[config.mk]
export PLATFORM = sky130hd
export DESIGN_NAME = alu_packet_proc
export DESIGN_NICKNAME = d
export VERILOG_FILES = /design/src/rtl/alu_packet_proc.sv
export SDC_FILE = /design/constraint.sdc
export NUM_CORES = 2
export LEC_CHECK = 0
export BUFFER_PORTS_ARGS = -buffer_cell sky130_fd_sc_hd__clkbuf_2
export CAP_MARGIN = 20
export CORE_ASPECT_RATIO = 0.8
export CORE_UTILIZATION = 42
export DETAILED_ROUTE_END_ITERATION = 16
export SLEW_MARGIN = 20
export SYNTH_ARGS = -nofsm -noshare
export SYNTH_HDL_FRONTEND = slang
export SYNTH_SLANG_ARGS = --single-unit
[constraint.sdc]
create_clock -name clk_i -period 8.3 [get_ports clk_i]
set_input_delay 1.66 -clock clk_i [delete_from_list [all_inputs] [get_ports clk_i]]
set_output_delay 1.66 -clock clk_i [all_outputs]
set_load 0.05 [all_outputs]
[src/rtl/alu_packet_proc.sv]
// Command/response engine between uart_rx and uart_tx: parses opcode/length
// packets, then echoes the payload or returns a 32-bit add/multiply result.
module alu_packet_proc #(
    parameter int DATA_WIDTH = 8,
    parameter int LEN_WIDTH  = 16
) (
    input  logic                  clk_i,
    input  logic                  rst,
    input  logic [DATA_WIDTH-1:0] s_axis_tdata,
    input  logic                  s_axis_tvalid,
    output logic                  s_axis_tready,
    output logic [DATA_WIDTH-1:0] m_axis_tdata,
    output logic                  m_axis_tvalid,
    input  logic                  m_axis_tready,
    output logic                  busy_o,
    output logic                  err_o
);

    localparam logic [7:0] OP_ECHO = 8'hEC;
    localparam logic [7:0] OP_ADD  = 8'hA0;
    localparam logic [7:0] OP_MUL  = 8'hA1;

    typedef enum logic [2:0] {
        ST_HDR0  = 3'd0,
        ST_HDR1  = 3'd1,
        ST_HDR2  = 3'd2,
        ST_HDR3  = 3'd3,
        ST_ECHO  = 3'd4,
        ST_OPND  = 3'd5,
        ST_RESP  = 3'd6,
        ST_DRAIN = 3'd7
    } state_e;

    state_e                state_q, state_d;
    logic [7:0]            opcode_q, opcode_d;
    logic [7:0]            len_lo_q, len_lo_d;
    logic [LEN_WIDTH-1:0]  rem_q, rem_d;
    logic [23:0]           word_q, word_d;
    logic [1:0]            byte_idx_q, byte_idx_d;
    logic                  have_acc_q, have_acc_d;
    logic [31:0]           acc_q, acc_d;
    logic [2:0]            resp_cnt_q, resp_cnt_d;
    logic [DATA_WIDTH-1:0] out_data_q, out_data_d;
    logic                  out_valid_q, out_valid_d;
    logic                  err_q, err_d;

    logic                  in_fire;
    logic                  out_fire;
    logic                  out_free;
    logic                  is_arith;
    logic [LEN_WIDTH-1:0]  len_full;
    logic [LEN_WIDTH-1:0]  pay_len;
    logic [31:0]           operand;
    logic [7:0]            resp_byte;

    // The output register can take a new byte when empty or when its byte leaves this cycle.
    assign out_free = !out_valid_q || m_axis_tready;
    assign out_fire = out_valid_q && m_axis_tready;
    assign in_fire  = s_axis_tvalid && s_axis_tready;
    assign is_arith = (opcode_q == OP_ADD) || (opcode_q == OP_MUL);
    assign len_full = LEN_WIDTH'({s_axis_tdata, len_lo_q});
    assign pay_len  = (len_full < LEN_WIDTH'(4)) ? '0 : len_full - LEN_WIDTH'(4);
    assign operand  = {s_axis_tdata, word_q};
    assign resp_byte = acc_q[{resp_cnt_q[1:0], 3'b000} +: 8];

    always_comb begin
        s_axis_tready = 1'b0;
        if (!rst) begin
            case (state_q)
                ST_RESP: s_axis_tready = 1'b0;
                ST_ECHO: s_axis_tready = out_free;
                default: s_axis_tready = 1'b1;
            endcase
        end
    end

    always_comb begin
        // NOTE: every _d gets its hold value first, so no path through the case infers a latch.
        state_d     = state_q;
        opcode_d    = opcode_q;
        len_lo_d    = len_lo_q;
        rem_d       = rem_q;
        word_d      = word_q;
        byte_idx_d  = byte_idx_q;
        have_acc_d  = have_acc_q;
        acc_d       = acc_q;
        resp_cnt_d  = resp_cnt_q;
        out_data_d  = out_data_q;
        out_valid_d = out_valid_q && !m_axis_tready;
        err_d       = 1'b0;

        case (state_q)
            ST_HDR0: if (in_fire) begin
                opcode_d = s_axis_tdata;
                state_d  = ST_HDR1;
            end
            ST_HDR1: if (in_fire) state_d = ST_HDR2;
            ST_HDR2: if (in_fire) begin
                len_lo_d = s_axis_tdata;
                state_d  = ST_HDR3;
            end
            ST_HDR3: if (in_fire) begin
                rem_d      = pay_len;
                acc_d      = '0;
                have_acc_d = 1'b0;
                word_d     = '0;
                byte_idx_d = '0;
                resp_cnt_d = '0;
                if (opcode_q == OP_ECHO) begin
                    state_d = (pay_len == '0) ? ST_HDR0 : ST_ECHO;
                end else if (is_arith) begin
                    state_d = (pay_len == '0) ? ST_RESP : ST_OPND;
                end else begin
                    err_d   = 1'b1;
                    state_d = (pay_len == '0) ? ST_HDR0 : ST_DRAIN;
                end
            end
            ST_ECHO: if (in_fire) begin
                out_data_d  = s_axis_tdata;
                out_valid_d = 1'b1;
                rem_d       = rem_q - LEN_WIDTH'(1);
                if (rem_q == LEN_WIDTH'(1)) state_d = ST_HDR0;
            end
            ST_OPND: if (in_fire) begin
                rem_d      = rem_q - LEN_WIDTH'(1);
                byte_idx_d = byte_idx_q + 2'd1;
                case (byte_idx_q)
                    2'd0: word_d[7:0]   = s_axis_tdata;
                    2'd1: word_d[15:8]  = s_axis_tdata;
                    2'd2: word_d[23:16] = s_axis_tdata;
                    default: begin
                        // Fourth byte completes a word; the first word seeds the accumulator.
                        word_d     = '0;
                        have_acc_d = 1'b1;
                        if (!have_acc_q)              acc_d = operand;
                        else if (opcode_q == OP_ADD)  acc_d = acc_q + operand;
                        else                          acc_d = acc_q * operand;
                    end
                endcase
                if (rem_q == LEN_WIDTH'(1)) state_d = ST_RESP;
            end
            ST_RESP: begin
                if (resp_cnt_q != 3'd4 && out_free) begin
                    out_data_d  = resp_byte;
                    out_valid_d = 1'b1;
                    resp_cnt_d  = resp_cnt_q + 3'd1;
                end
                if (resp_cnt_q == 3'd4 && out_fire) state_d = ST_HDR0;
            end
            ST_DRAIN: if (in_fire) begin
                rem_d = rem_q - LEN_WIDTH'(1);
                if (rem_q == LEN_WIDTH'(1)) state_d = ST_HDR0;
            end
            default: state_d = ST_HDR0;
        endcase
    end

    // NOTE: state updates use non-blocking assignments so every flop samples pre-edge values.
    always_ff @(posedge clk_i) begin
        if (rst) begin
            state_q     <= ST_HDR0;
            opcode_q    <= '0;
            len_lo_q    <= '0;
            rem_q       <= '0;
            word_q      <= '0;
            byte_idx_q  <= '0;
            have_acc_q  <= 1'b0;
            acc_q       <= '0;
            resp_cnt_q  <= '0;
            out_data_q  <= '0;
            out_valid_q <= 1'b0;
            err_q       <= 1'b0;
        end else begin
            state_q     <= state_d;
            opcode_q    <= opcode_d;
            len_lo_q    <= len_lo_d;
            rem_q       <= rem_d;
            word_q      <= word_d;
            byte_idx_q  <= byte_idx_d;
            have_acc_q  <= have_acc_d;
            acc_q       <= acc_d;
            resp_cnt_q  <= resp_cnt_d;
            out_data_q  <= out_data_d;
            out_valid_q <= out_valid_d;
            err_q       <= err_d;
        end
    end

    assign m_axis_tdata  = out_data_q;
    assign m_axis_tvalid = out_valid_q;
    assign busy_o        = (state_q != ST_HDR0);
    assign err_o         = err_q;

endmodule

==> flow_metrics.env <==
export IMPL_run_status="completed"
export IMPL_switching_power_uw=293
export IMPL_drt_wl_total_um=72800
export IMPL_vias=18500
export IMPL_yosys_top_cells_area="fa_1 36%, dfxtp_1 9.4%, ha_1 9.0%"
export IMPL_grt_max_degree=85
export IMPL_clk_pin_slew_worst_paths_ns=0.08
export IMPL_post_route_period_util_pct=95.0
export IMPL_clock_sinks=107
export IMPL_drive_above_1_share_pct=5.67
export IMPL_p_int_uw=749
export IMPL_die_area_mm2=0.0554
export IMPL_first_pass_iters=6
export IMPL_cp_end_kind="flip-flop"
export IMPL_drt_iter0_markers=1714
export IMPL_min_path_type="flip-flop to flip-flop"
export IMPL_synth_seq_cells=107
export IMPL_criticalPathCategory="flip-flop to flip-flop"
export IMPL_synth_top_cell_area_share_pct=35.8
export IMPL_ys_async_sr_fraction_pct=0
export IMPL_max_slew_margin_pct=22.3
export IMPL_period_needed_ns=7.88
export IMPL_rsz0062_at_grt="false"
export IMPL_whs_ns=0.480
export IMPL_startpoint_type="flip-flop"
export IMPL_routed_via_density=5.57
export IMPL_powerDensity_mw_per_mm2=43.1
export IMPL_setup_tns_ns=0
export IMPL_ios=24
export IMPL_synth_top_cell_by_area="fa_1"
export IMPL_grt_pass1_vias=19500
export IMPL_insertedDiodeCount=0
export IMPL_syn_num_nets=3249
export IMPL_static_leakage_power_uw=0.0112
export IMPL_synth_cell_types=81
export IMPL_cp_arrival_ns=8.16
export IMPL_cts_buffers=9
export IMPL_dp_cells=3313
export IMPL_worst_pin_slew_ns=1.16
export IMPL_wire_per_inst_um=21.9
export IMPL_syn_avg_cell_area_um2=8.59
export IMPL_final_cells=3329
export IMPL_drv_cap=0
export IMPL_start_util_pct=42.5
export IMPL_ys_seq_area_share_pct=9.36
export IMPL_worst_clock_skew_ns=0.0108
export IMPL_pwr_share_seq_pct=49.8
export IMPL_clk_insertion_delay_late_ns=0.37
export IMPL_slew_viol_final=0
export IMPL_crit_required_ns=8.58
export IMPL_numPortBuffers=23
export IMPL_ant_nets=0
export IMPL_die_w_um=263
export IMPL_path_max_fanout=14
export IMPL_core_area_mm2=0.0538
export IMPL_netlist_area_mm2=0.0229
export IMPL_rows=76
export IMPL_syn_inst=2664
export IMPL_cts_max_level=3
export IMPL_hold_violations=0
export IMPL_grt_use_total_pct=27.3
export IMPL_ys_warnings_count=0
export IMPL_grt_overflow=0
export IMPL_clkPwrFrac_pct=43.3
export IMPL_combPwrFrac_pct=6.9
export IMPL_dpl_hpwl_um=57600
export IMPL_die_y_um=211
export IMPL_synth_edf_count=0
export IMPL_place_gp_congestion=0.954
export IMPL_grt_antenna_before_repair=2
export IMPL_grt_pass1_wl_um=116000
export IMPL_ir_drop_v=0.0000869
export IMPL_cts_resized=0
export IMPL_drc=0
export IMPL_area_growth_pct=5.57
export IMPL_cts_tree="done"
export IMPL_cts_root_buf="clkbuf_16"
export IMPL_switching_share_pct=28.1
export IMPL_nNetsFinal=3207
export IMPL_fill_cells=5273
export IMPL_synth_ff_type="dfxtp_1"
export IMPL_cts_buffer_depth=2
export IMPL_finish_utilization_pct=44.9
export IMPL_postCtsSetupBuffers=0
export IMPL_fmax_ghz=0.127
export IMPL_setup_viol=0
export IMPL_cts_hold_buf=0
area by class of cell:
class / instances / area (µm²) / share of cell area, %
inverter: 412 / 1550 / 6.40
clock buffer: 10 / 229 / 0.948
multi-input combinational: 1994 / 18600 / 77.0
sequential: 107 / 2140 / 8.88
timing repair buffer: 98 / 691 / 2.86
tap: 702 / 878 / 3.64
clock inverter: 6 / 57.6 / 0.238
cells in the mapped netlist (7+ instances only):
cell and instances:
o21a_1 12, a21o_1 18, a31oi_1 11, a311oi_1 10
a22oi_1 14, mux4_2 8, and2_1 306, nor2b_1 8
fa_1 409, nor2_1 116, nand2b_1 9, clkbuf_1 140
or3_1 9, mux2i_1 25, a21oi_1 101, and3_1 11
o211ai_1 20, dfxtp_1 107, o21ai_1 10, nand4_1 10
o22ai_1 7, xor2_1 25, o21ai_0 80, nand3_1 50
o31ai_1 8, inv_1 412, ha_1 164, o21bai_1 8
nor3_1 27, a211oi_1 15, xnor2_1 86, nand2_1 328
cells in the final DEF (no fill, tap or decap), types with 14 or more instances in the layout:
cell	n
a211oi_1	15
a21o_1	18
a21oi_1	101
a22oi_1	14
and2_1	306
buf_4	74
clkbuf_2	23
dfxtp_1	105
fa_1	409
ha_1	164
inv_1	412
mux2i_1	25
nand2_1	328
nand3_1	50
nor2_1	115
nor3_1	27
o211ai_1	20
o21ai_0	80
xnor2_1	86
xor2_1	25
metal layers:
metal	share of wire [%]	GRT usage, %
met2	43	42.1
met5	0.022	0
met4	2.2	5.81
met1	45	39.5
met3	9.4	5.36
per-stage QoR:
stage	setup slack [ns]	instance area, µm²	total power [µW]
6_report	0.416	24200	1040
5_1_grt	0.124	24200	1070
4_1_cts	0.523	24200	1050
3_5_place_dp	0.544	23900	601
3_3_place_gp	0.486	23900	600
2_1_floorplan	0.729	22900	577
power groups by stage:
stage	Clock [µW]	Combinational (µW)	Sequential (µW)
final	451	72.0	519
after global routing	474	77.5	520
after CTS	456	70.5	519
after detailed placement	0	70.1	531
after global placement	0	69.4	531
after floorplan	0	46.9	530
flip-flops by register name (all words and copies together) (netlist names):
| name | count |
|---|---|
| resp_cnt_q | 3 |
| byte_idx_q | 2 |
| m_axis_tvalid | 1 |
| m_axis_tdata | 8 |
| len_lo_q | 8 |
| err_o | 1 |
| rem_q | 16 |
| opcode_q | 8 |
| state_q | 3 |
| acc_q | 32 |
| have_acc_q | 1 |
| word_q | 24 |
kinds of logic after synthesis:
group	synth area share (%)
adder cells (fa/ha/maj)	44.8
multiplexers	1.93
XOR/XNOR	4.35
flip-flops	9.36
AND/OR/NAND/NOR	20.3
buffers and inverters	9.32
AO/OA/AOI/OAI	9.98
critical path: stages (launching register included):
cell and delay [ns]:
dfxtp_1 0.98, ha_1 0.66, fa_1 0.51, inv_1 0.08
fa_1 0.46, fa_1 0.55, inv_1 0.06, fa_1 0.40
fa_1 0.47, fa_1 0.57, fa_1 0.47, fa_1 0.50
ha_1 0.36, a21oi_1 0.24, o21bai_1 0.09, a21oi_1 0.22
o21bai_1 0.09, a21oi_1 0.13, o21ai_0 0.15, xor2_1 0.29
o221ai_1 0.20, a211oi_1 0.31
final timing paths:
kind	startpoint	endpoint	slack [ns]	cells past startpoint
worst max-delay path	word_q[11]$_SDFFE_PP0P_	acc_q[28]$_SDFFE_PP0P_	0.42	21
worst min-delay path	rem_q[14]$_SDFFE_PP0P_	rem_q[14]$_SDFFE_PP0P_	0.48	2
worst max register to register	word_q[11]$_SDFFE_PP0P_	acc_q[28]$_SDFFE_PP0P_	0.42	21
worst min register to register	rem_q[14]$_SDFFE_PP0P_	rem_q[14]$_SDFFE_PP0P_	0.48	2
(Power assumes the default switching activity.)
